## src/rtl/zigzag_serializer_if.sv

```systemverilog
// Handshake bundle for the zigzag serializer: row input side, serial coefficient output side, overflow flag.
interface zigzag_serializer_if #(
    parameter int DW = 12
);
    logic [8*DW-1:0]        row_data;
    logic                   row_vld;
    logic                   in_ready;
    logic                   scan_mode;
    logic signed [DW-1:0]   out_data;
    logic                   out_vld;
    logic                   out_ready;
    logic                   out_sof;
    logic                   out_eob;
    logic                   ovf;

    modport master (
        output row_data, row_vld, scan_mode, out_ready,
        input  in_ready, out_data, out_vld, out_sof, out_eob, ovf
    );

    modport slave (
        input  row_data, row_vld, scan_mode, out_ready,
        output in_ready, out_data, out_vld, out_sof, out_eob, ovf
    );
endinterface

```

## src/rtl/zigzag_serializer.sv

```systemverilog
// Ping-pong 8x8 block buffer: rows in, coefficients out one per handshake in zigzag or raster order.
module zigzag_serializer #(
    parameter int DW         = 12,
    parameter bit ZZ_DEFAULT = 1'b1
) (
    input  logic                 sys_clk,
    input  logic                 sys_rst_n,
    zigzag_serializer_if.slave   bus
);

    typedef enum logic [0:0] {
        S_IDLE   = 1'b0,
        S_STREAM = 1'b1
    } rd_state_e;

    localparam logic [5:0] ZZ_TBL [64] = '{
        6'd0,  6'd1,  6'd8,  6'd16, 6'd9,  6'd2,  6'd3,  6'd10,
        6'd17, 6'd24, 6'd32, 6'd25, 6'd18, 6'd11, 6'd4,  6'd5,
        6'd12, 6'd19, 6'd26, 6'd33, 6'd40, 6'd48, 6'd41, 6'd34,
        6'd27, 6'd20, 6'd13, 6'd6,  6'd7,  6'd14, 6'd21, 6'd28,
        6'd35, 6'd42, 6'd49, 6'd56, 6'd57, 6'd50, 6'd43, 6'd36,
        6'd29, 6'd22, 6'd15, 6'd23, 6'd30, 6'd37, 6'd44, 6'd51,
        6'd58, 6'd59, 6'd52, 6'd45, 6'd38, 6'd31, 6'd39, 6'd46,
        6'd53, 6'd60, 6'd61, 6'd54, 6'd47, 6'd55, 6'd62, 6'd63
    };

    function automatic logic [5:0] scan_addr(input logic zz, input logic [5:0] pos);
        logic [5:0] addr;
        if (zz) begin
            addr = ZZ_TBL[pos];
        end else begin
            addr = pos;
        end
        return addr;
    endfunction

    logic [DW-1:0]  mem_q [2][64];

    logic [1:0]     full_q, full_d;
    logic           wr_sel_q, wr_sel_d;
    logic [2:0]     wr_row_q, wr_row_d;
    logic [1:0]     mode_q, mode_d;
    logic           ovf_q, ovf_d;
    logic           in_ready_q;

    rd_state_e      state_q;
    logic           rd_sel_q;
    logic [5:0]     rd_ptr_q;
    logic [DW-1:0]  out_data_q;
    logic           out_vld_q;
    logic           out_sof_q;
    logic           out_eob_q;

    logic           row_acc_s;
    logic           blk_done_s;
    logic           hs_s;
    logic           last_s;
    logic           full_clr_s;
    logic [1:0]     set_mask_s;
    logic [1:0]     clr_mask_s;
    logic           ld_bank_s;
    logic [5:0]     ld_pos_s;
    logic [5:0]     ld_addr_s;
    logic [DW-1:0]  ld_coef_s;

    // in_ready_q always mirrors ~full_q[wr_sel_q], so it can qualify the accept directly.
    assign row_acc_s  = bus.row_vld & in_ready_q;
    assign blk_done_s = row_acc_s & (wr_row_q == 3'd7);
    assign hs_s       = out_vld_q & bus.out_ready;
    assign last_s     = (rd_ptr_q == 6'd63);
    assign full_clr_s = (state_q == S_STREAM) & hs_s & last_s;
    assign set_mask_s = blk_done_s ? (2'b01 << wr_sel_q) : 2'b00;
    assign clr_mask_s = full_clr_s ? (2'b01 << rd_sel_q) : 2'b00;

    // Write-side next state: set and clear always target different banks.
    always_comb begin
        full_d   = (full_q | set_mask_s) & ~clr_mask_s;
        wr_row_d = row_acc_s ? (wr_row_q + 3'd1) : wr_row_q;
        wr_sel_d = blk_done_s ? ~wr_sel_q : wr_sel_q;
        ovf_d    = ovf_q | (bus.row_vld & ~in_ready_q);
        mode_d   = mode_q;
        if (blk_done_s) begin
            mode_d[wr_sel_q] = bus.scan_mode;
        end else begin
            mode_d = mode_q;
        end
    end

    // Write-side bookkeeping registers.
    always_ff @(posedge sys_clk or negedge sys_rst_n) begin
        if (!sys_rst_n) begin
            full_q     <= 2'b00;
            wr_sel_q   <= 1'b0;
            wr_row_q   <= 3'd0;
            mode_q     <= {2{ZZ_DEFAULT}};
            ovf_q      <= 1'b0;
            in_ready_q <= 1'b1;
        end else begin
            full_q     <= full_d;
            wr_sel_q   <= wr_sel_d;
            wr_row_q   <= wr_row_d;
            mode_q     <= mode_d;
            ovf_q      <= ovf_d;
            in_ready_q <= ~full_d[wr_sel_d];
        end
    end

    // Row storage; contents are don't-care until a full flag covers them.
    always_ff @(posedge sys_clk) begin
        if (row_acc_s) begin
            for (int c = 0; c < 8; c++) begin
                mem_q[wr_sel_q][{wr_row_q, 3'(c)}] <= bus.row_data[(7-c)*DW +: DW];
            end
        end
    end

    // Coefficient to load on the next output update: next in this bank or first of the other.
    always_comb begin
        ld_bank_s = rd_sel_q;
        ld_pos_s  = 6'd0;
        if (state_q == S_STREAM) begin
            if (last_s) begin
                ld_bank_s = ~rd_sel_q;
                ld_pos_s  = 6'd0;
            end else begin
                ld_bank_s = rd_sel_q;
                ld_pos_s  = rd_ptr_q + 6'd1;
            end
        end else begin
            ld_bank_s = rd_sel_q;
            ld_pos_s  = 6'd0;
        end
    end

    assign ld_addr_s = scan_addr(mode_q[ld_bank_s], ld_pos_s);
    assign ld_coef_s = mem_q[ld_bank_s][ld_addr_s];

    // Read FSM with registered output stage; outputs hold while stalled.
    always_ff @(posedge sys_clk or negedge sys_rst_n) begin
        if (!sys_rst_n) begin
            state_q    <= S_IDLE;
            rd_sel_q   <= 1'b0;
            rd_ptr_q   <= 6'd0;
            out_data_q <= '0;
            out_vld_q  <= 1'b0;
            out_sof_q  <= 1'b0;
            out_eob_q  <= 1'b0;
        end else begin
            case (state_q)
                S_IDLE: begin
                    if (full_q[rd_sel_q]) begin
                        state_q    <= S_STREAM;
                        rd_ptr_q   <= 6'd0;
                        out_data_q <= ld_coef_s;
                        out_vld_q  <= 1'b1;
                        out_sof_q  <= 1'b1;
                        out_eob_q  <= 1'b0;
                    end else begin
                        state_q    <= S_IDLE;
                    end
                end
                S_STREAM: begin
                    if (hs_s && !last_s) begin
                        rd_ptr_q   <= rd_ptr_q + 6'd1;
                        out_data_q <= ld_coef_s;
                        out_sof_q  <= 1'b0;
                        out_eob_q  <= (rd_ptr_q == 6'd62);
                    end else if (hs_s) begin
                        rd_sel_q   <= ~rd_sel_q;
                        rd_ptr_q   <= 6'd0;
                        // Other bank already full: continue without an idle cycle.
                        if (full_q[~rd_sel_q]) begin
                            out_data_q <= ld_coef_s;
                            out_sof_q  <= 1'b1;
                            out_eob_q  <= 1'b0;
                        end else begin
                            state_q    <= S_IDLE;
                            out_vld_q  <= 1'b0;
                            out_sof_q  <= 1'b0;
                            out_eob_q  <= 1'b0;
                        end
                    end else begin
                        state_q    <= S_STREAM;
                    end
                end
                default: begin
                    state_q   <= S_IDLE;
                    out_vld_q <= 1'b0;
                    out_sof_q <= 1'b0;
                    out_eob_q <= 1'b0;
                end
            endcase
        end
    end

    assign bus.in_ready = in_ready_q;
    assign bus.out_data = out_data_q;
    assign bus.out_vld  = out_vld_q;
    assign bus.out_sof  = out_sof_q;
    assign bus.out_eob  = out_eob_q;
    assign bus.ovf      = ovf_q;

endmodule

```

## src/flat_wrapper.sv

```systemverilog
// flat-port wrapper written by rule: the top's interface ports become plain ports
module zigzag_serializer_flat 
#(
    parameter int DW         = 12,
    parameter bit ZZ_DEFAULT = 1'b1
)
  (sys_clk, sys_rst_n, bus_row_data, bus_row_vld, bus_scan_mode, bus_out_ready, bus_in_ready, bus_out_data, bus_out_vld, bus_out_sof, bus_out_eob, bus_ovf);
  zigzag_serializer_if #(.DW(DW)) bus_i ();
  input  logic sys_clk;
  input  logic sys_rst_n;
  input wire logic [$bits(bus_i.row_data)-1:0] bus_row_data;
  input wire logic [$bits(bus_i.row_vld)-1:0] bus_row_vld;
  input wire logic [$bits(bus_i.scan_mode)-1:0] bus_scan_mode;
  input wire logic [$bits(bus_i.out_ready)-1:0] bus_out_ready;
  output wire logic [$bits(bus_i.in_ready)-1:0] bus_in_ready;
  output wire logic [$bits(bus_i.out_data)-1:0] bus_out_data;
  output wire logic [$bits(bus_i.out_vld)-1:0] bus_out_vld;
  output wire logic [$bits(bus_i.out_sof)-1:0] bus_out_sof;
  output wire logic [$bits(bus_i.out_eob)-1:0] bus_out_eob;
  output wire logic [$bits(bus_i.ovf)-1:0] bus_ovf;
  assign bus_i.row_data = bus_row_data;
  assign bus_i.row_vld = bus_row_vld;
  assign bus_i.scan_mode = bus_scan_mode;
  assign bus_i.out_ready = bus_out_ready;
  assign bus_in_ready = bus_i.in_ready;
  assign bus_out_data = bus_i.out_data;
  assign bus_out_vld = bus_i.out_vld;
  assign bus_out_sof = bus_i.out_sof;
  assign bus_out_eob = bus_i.out_eob;
  assign bus_ovf = bus_i.ovf;
  zigzag_serializer #(.DW(DW), .ZZ_DEFAULT(ZZ_DEFAULT)) u_core (.sys_clk(sys_clk), .sys_rst_n(sys_rst_n), .bus(bus_i));
endmodule
```

## config.mk

```make
export PLATFORM = sky130hd
export DESIGN_NAME = zigzag_serializer_flat
export DESIGN_NICKNAME = d
export VERILOG_FILES = /design/src/rtl/zigzag_serializer_if.sv /design/src/rtl/zigzag_serializer.sv /design/src/flat_wrapper.sv
export SDC_FILE = /design/constraint.sdc
export NUM_CORES = 2
export LEC_CHECK = 0
export ABC_AREA = 0
export CAP_MARGIN = 25
export CORE_ASPECT_RATIO = 0.9
export CORE_MARGIN = 8
export CORE_UTILIZATION = 55
export CTS_CLUSTER_DIAMETER = 50
export DETAILED_ROUTE_END_ITERATION = 10
export PLACE_DENSITY = 0.81
export SYNTH_ARGS = -nofsm -noshare
export SYNTH_HDL_FRONTEND = slang
export SYNTH_SLANG_ARGS = --single-unit
```

## constraint.sdc

```tcl
create_clock -name sys_clk -period 13 [get_ports sys_clk]
set_input_delay 1.95 -clock sys_clk [delete_from_list [all_inputs] [get_ports sys_clk]]
set_output_delay 1.95 -clock sys_clk [all_outputs]
set_load 0.05 [all_outputs]
```

# Word level (Yosys, flattened, before mapping)
# Memories as Yosys holds them, arrays and structs flattened.
# Index checks and enable logic that the tools add are counted.
# word_totals
n_memories,2
reg_bits,33
in_bits,101
mem_bits_rw,1536
rom_bits,384
word_cells,10920
# mem_list
memory,depth,width,rd,rd_ports_with_merged_regs,write_ports,line,text
u_core.mem_q,2,768,1,0,1,zigzag_serializer.sv:37,logic [DW-1:0] mem_q [2][64];
(no name shown),64,6,1,0,0,zigzag_serializer.sv:30,addr = ZZ_TBL[pos];
# op_classes
n_addsub,2
n_reduce_logical,15
eq_ne,9
bitwise_logic,5402
muxes,5451
shift,2
magnitude_cmp,24
# ops
op,count
$mux W768,8
$mux W1,5402
$or A1 B1 Y1,5377
$demux W12 S6,8
$mux W12,14
$bmux W12 S6,1
$ge A7 B7 Y1 const B,10
$not A6 Y7,10
$lt A7 B1 Y1 const B,8
$mux W6,8
$pmux W12 S2,1
$eq A6 B6 Y1 const B,2
$pmux W6 S2,1
$logic_and A1 B1 Y1,10
$lt A1 B2 Y1 const B,5
$pmux W1 S2,4
$add A6 B1 Y6 const B,1
$and A1 B1 Y1,6
$ne A2 B2 Y1 const B,3
$ne A3 B3 Y1 const B,2
$not A1 Y1,6
$reduce_and A3 Y1,2
$mux W2,2
$reduce_and A4 Y1,1
other kinds (12),13

# Longest topological paths before layout
# depth
word_depth,16
mapped_depth,21
mapped_depth_nobuf,17

# Worst setup path before layout
# No wires, ideal clock.
# synth_timing
path_type,input to register
from,input bus_row_vld
to,"memory u_core.mem_q[0][576] (netlist name), enable pin"
arrival_ns,11.341
setup_time_ns,0.787
n_path_buf,1
path_stages,3
required_ns,12.213
path_slack_ns,0.873
cell_sequence,nand2b_1 -> clkbuf_1 -> nor4_1
# synth_via
elab_chain_cells,10
elab_cells_between_ends,17
cone_classes,mux: 9; bitwise: 8
# synth_lines
element,line,text
start: declaration,flat_wrapper.sv:12,input wire logic [$bits(bus_i.row_vld)-1:0] bus_row_vld;
$and A1 B1 Y1 (*),zigzag_serializer.sv:67,assign row_acc_s = bus.row_vld & in_ready_q;
$mux W1 (*),zigzag_serializer.sv:110,if (row_acc_s) begin
$mux W768 (not written as such),zigzag_serializer.sv:112,"mem_q[wr_sel_q][{wr_row_q, 3'(c)}] <= bus.row_data[(7-c)*DW +: DW];"
$or A1 B1 Y1 (no line) (6 in a row),--,
$or A1 B1 Y1 (no line) (*),--,
end: declaration,zigzag_serializer.sv:37,
# Mark *: on every way between the ends. The rest lies on a longest branch, timed or not.

# Final worst setup path
# layout_timing
from,register u_core.rd_ptr_q[0]
to,"register u_core.out_data_q[4], in the netlist u_core.bus.out_data[4]"
# layout_via
elab_chain_cells,16
elab_cells_between_ends,28
cone_classes,add/sub: 1; eq/ne: 3; mux: 17; bitwise: 2; reduce/logical: 3; memory: 2
# layout_lines
element,line,text
start: declaration,zigzag_serializer.sv:48,logic [5:0] rd_ptr_q;
start signal: assignment,zigzag_serializer.sv:164,rd_ptr_q <= rd_ptr_q + 6'd1;
$add A6 B1 Y6 / $eq A6 B6 Y1 (equally long branches),"zigzag_serializer.sv:127, zigzag_serializer.sv:70",
$mux W6,zigzag_serializer.sv:122,if (last_s) begin
$mux W6,zigzag_serializer.sv:121,if (state_q == S_STREAM) begin
$not A6 Y7 (not written as such),zigzag_serializer.sv:30,
$mem_v2 Z64 W6,--,
$mux W6 (not written as such) (2 in a row),zigzag_serializer.sv:30,
$mux W6,zigzag_serializer.sv:29,if (zz) begin
$not A6 Y7 (not written as such),zigzag_serializer.sv:136,assign ld_coef_s = mem_q[ld_bank_s][ld_addr_s];
$bmux W12 S6,zigzag_serializer.sv:136,
$mux W12 (not written as such) (2 in a row),zigzag_serializer.sv:136,
$mux W12,zigzag_serializer.sv:172,if (full_q[~rd_sel_q]) begin
$mux W12,zigzag_serializer.sv:168,end else if (hs_s) begin
$mux W12,zigzag_serializer.sv:163,if (hs_s && !last_s) begin
$pmux W12 S2,zigzag_serializer.sv:149,case (state_q)
end signal: assignment,zigzag_serializer.sv:154,out_data_q <= ld_coef_s;
end signal: assignment,zigzag_serializer.sv:165,out_data_q <= ld_coef_s;
end signal: assignment,zigzag_serializer.sv:173,out_data_q <= ld_coef_s;
end: declaration,zigzag_serializer.sv:49,logic [DW-1:0] out_data_q;
# Parallel ways exist; a longest one is shown, timed or not. The select of a mux whose other input is x is not followed.
# A chain may end at the register's enable or synchronous reset.

==> results.md <==
| Result | Value | Unit |
|---|---|---|
| Leading post-synthesis cells by instance count | 1536 x edfxtp_1, 682 x a21o_1, 518 x nand2_1, 210 x clkbuf_1, 179 x a21oi_1 | - |
| Final Hold Vio Count | 0 | - |
| Delay contributed by the slowest stage of the critical path | 860 | ps |
| Die boundary height | 351.6 | um |
| Number of rows in the core area | 123 | - |
| Global-route wire length before repair | 292600 | um |
| Total power consumption of the routed design | 16.19 | mW |
| Fin Clk Skew | 19.93 | ps |
| Dominant synthesized flop cell | edfxtp_1 | - |
| Synth top area share | 67.00 | % |
| Number of fillers in the final layout | 8641 | - |
| GR Overflow Total | 0 | - |
| Distinct cell type count of the synthesized netlist | 103 | - |
| DRC errors left | 0 | - |
| Max-slew violation count | 0 | - |
| Initial Util | 55.23 | % |
| Htree depth | 4 | - |
| Net switching power | 5.847 | mW |
| Post-Route Setup TNS | 0 | ps |
| Vias in the first global route | 43890 | - |
| Number of synthesized register bits | 1569 | - |
| Number of buffers inserted during clock tree synthesis | 157 | - |
| Critical Path Source Type | flop | - |
| Die ar. | 136800 | um2 |
| Number of enable flip-flop cells after synthesis | 1536 | - |
| Maximum clock path buffer count | 3 | - |
| Async set-reset flop share out of synthesis | 2.103 | % |
| Critical path cell sequence | ha_1, nand4_2, o21ai_1, nor2_1, ha_1, nor3_2, a31oi_1, nor3_1, o221a_4, buf_4, buf_4, mux4_2, mux2i_1, a2111oi_0, a41o_1 | - |
| Detailed-routing iteration count for the pre-antenna-repair pass | 8 | - |
| Master of the slowest instance on the critical path | a2111oi_0 | - |
| Post-synth net total | 4784 | - |
| Pin count of the biggest net entering global routing | 137 | - |
| Internal power summed over all cells | 10.34 | mW |
| Synth area leader | edfxtp_1 | - |
| Area added between synthesis and finish | 10.69 | % |
| Share of layout cells above drive strength 1 | 13.40 | % |
| Worst-path fanout max | 54 | - |
| Detailed Route Iter0 Violations | 7630 | - |
| Run status | complete, no violations | - |
| RD Place Congestion | 0.9010 | - |
| Relative max-transition margin | 20.85 | % |
| Final wirelength | 204200 | um |
| HPWL after DPL | 118200 | um |
| Number of antenna violations at the first check in global routing | 22 | - |
| Vias after detailed routing | 44820 | - |
| Mapped Avg Cell Area | 14.75 | um2 |
| Routed wirelength normalized by instance count | 32.10 | um |
| Number of max-capacitance violations reported | 0 | - |
| Final setup violation count | 0 | - |
| TritonCTS clock tree | yes | - |
| Placeable core region | 124700 | um2 |
| Most frequently used cell type in the post-synthesis netlist | edfxtp_1 | - |
| Static leakage power | 28.08 | nW |
| Data required time of the critical path | 13700 | ps |
| Category of the critical setup timing path | reg -> reg | - |
| Via density per instance | 7.047 | - |
| Antenna viol nets, final | 0 | - |
| Startpoint of the worst-slack reg-to-reg timing path | u_core.rd_ptr_q[0] | - |
| Delay-heaviest family, CP | compound AO/OA/AOI/OAI gates | - |
| Post_cts resized | 0 | - |
| Arrival time at the worst endpoint | 8750 | ps |
| Post-synthesis cell count | 4666 | - |
| Period minus WS final | 8056 | ps |
| Setup repair after global routing missed its margin | no | - |
| Yosys warns | 0 | - |
| Count of buffers added by post-CTS timing repair for setup | 0 | - |
| Sw Share | 36.12 | % |
| Clock-pin slew on the worst setup and hold paths | 60 | ps |
| Hold-fix buffers at CTS | 0 | - |
| Clock Root Buffer | clkbuf_16 | - |
| Hold path startpoint | u_core.bus.out_eob | - |
| Area of the mapped netlist | 68840 | um2 |
| Worst ir drop on vdd | 0.0001708 | V |
| Final worst path period share | 61.97 | % |
| Clock latency on the worst-skew pair | 760 | ps |
| Nature of the critical path endpoint | flop | - |
| Largest cells by area after synthesis | edfxtp_1 67%, a21o_1 7.4%, mux4_2 5.5%, nand2_1 2.8%, a21oi_1 1.3% | - |
| Sinks on the clock net | 1569 | - |
| Clock group share of total power | 27.6 | % |
| Number of buffer cells added on primary ports | 117 | - |
| Proportion of power drawn by combinational gates | 32.8 | % |
| Num ports | 118 | - |
| Worst-Margin Slew | 1186 | ps |
| Global-route usage over all layers | 29.04 | % |
| X dimension of the die | 388.9 | um |
| Highest clock rate | 124.1 | MHz |
| Total power density per cell area | 212.4 | nW/um2 |
| Number of nets in the finished design | 4694 | - |
| Buffering stage count on the worst path with inverters included | 2 | - |
| Startpoint of the worst setup timing path | u_core.rd_ptr_q[0] | - |
| Relative contribution of sequential cells to total power | 39.6 | % |
| Type of the most critical hold path | reg -> reg | - |
| Fraction of the yosys area taken by sequential cells | 68.20 | % |
placed cells by master (no fill, tap or decap), drive strengths merged, types with 80 or more instances in the layout:
cell type and count:
nand3 111, nor2b 109, mux4 168, nand2 522
clkbuf 220, a21o 682, a21oi 181, mux2i 89
edfxtp 1536, buf 113, clkdlybuf4s50 116, nor2 80
logic make-up after synthesis:
logic type	share of synthesized area (%)
flops	68.20
compound gates	13.71
simple gates	6.952
buf+inv	3.297
mux	7.326
fa+ha+maj	0.3090
xor+xnor	0.2017
sequential cells by signal (all words and copies together), names as in the netlist:
signal               flops
u_core.mem_q          1536
u_core.bus.in_ready      1
u_core.wr_row_q          3
u_core.rd_ptr_q          6
u_core.bus.out_data     12
u_core.bus.ovf           1
u_core.rd_sel_q          1
u_core.wr_sel_q          1
u_core.mode_q            2
u_core.bus.out_eob       1
u_core.full_q            2
u_core.bus.out_sof       1
u_core.state_q           1
u_core.bus.out_vld       1
metal layers:
layer	global-route usage, %	up-vias	wire length (um)
li1	-	18000	-
met1	36.59	22150	68460
met2	44.29	3900	92410
met3	9.016	766	29840
met4	17.86	4	13420
met5	0	-	23
layout make-up:
type,count,area [um2],share of cell area [%]
Antenna cell,26,65.06,0.08538
Inverter,15,56.30,0.07389
Clock buffer,219,4414,5.793
Sequential cell,1569,46950,61.62
Clock inverter,73,653.1,0.8571
Multi-Input combinational cell,2603,19940,26.17
Tap cell,1625,2033,2.668
Timing Repair Buffer,230,2085,2.735
metrics by stage:
step	worst slack, ps	hold slack [ps]	cell area [um2]	utilization, %	std cells
after CTS	5112	565.4	76130	61.07	6333
after global routing	4606	587.5	76160	61.10	6343
final	4944	556.4	76200	61.13	6360
after detailed placement	5158	551.5	71060	57.01	6041
after floorplan	872.7	515.3	68840	-	4666
after global placement	5321	539.3	71030	56.98	6039
power by group through the flow:
| stage | Combinational, mW | Sequential [mW] | Clock (mW) |
|---|---|---|---|
| finish | 5.31 | 6.41 | 4.47 |
| floorplan | 3.10 | 6.58 | 0 |
| detailed placement | 5.05 | 6.50 | 0 |
| global route | 5.44 | 6.44 | 4.67 |
| CTS | 5.11 | 6.40 | 4.47 |
| global placement | 4.92 | 6.49 | 0 |
final timing paths:
| path | cells after the start | slack [ps] | end |
|---|---|---|---|
| worst min-delay path | 2 | 560 | u_core.bus.out_eob |
| worst max-delay path | 15 | 4940 | u_core.bus.out_data[4] |
| min in group asynchronous | 2 | 1370 | u_core.rd_ptr_q[3] |
| worst max register to register | 15 | 4940 | u_core.bus.out_data[4] |
| max in group asynchronous | 2 | 11060 | u_core.bus.out_data[2] |
| worst min register to register | 2 | 560 | u_core.bus.out_eob |
worst reg2reg max path, cell delays in order (launching register included):
cell and delay (ps):
dfrtp_1 770, ha_1 810, nand4_2 330, o21ai_1 810
nor2_1 220, ha_1 440, nor3_2 280, a31oi_1 90
nor3_1 440, o221a_4 690, buf_4 730, buf_4 800
mux4_2 390, mux2i_1 90, a2111oi_0 860, a41o_1 260
(Power assumes the default switching activity.)
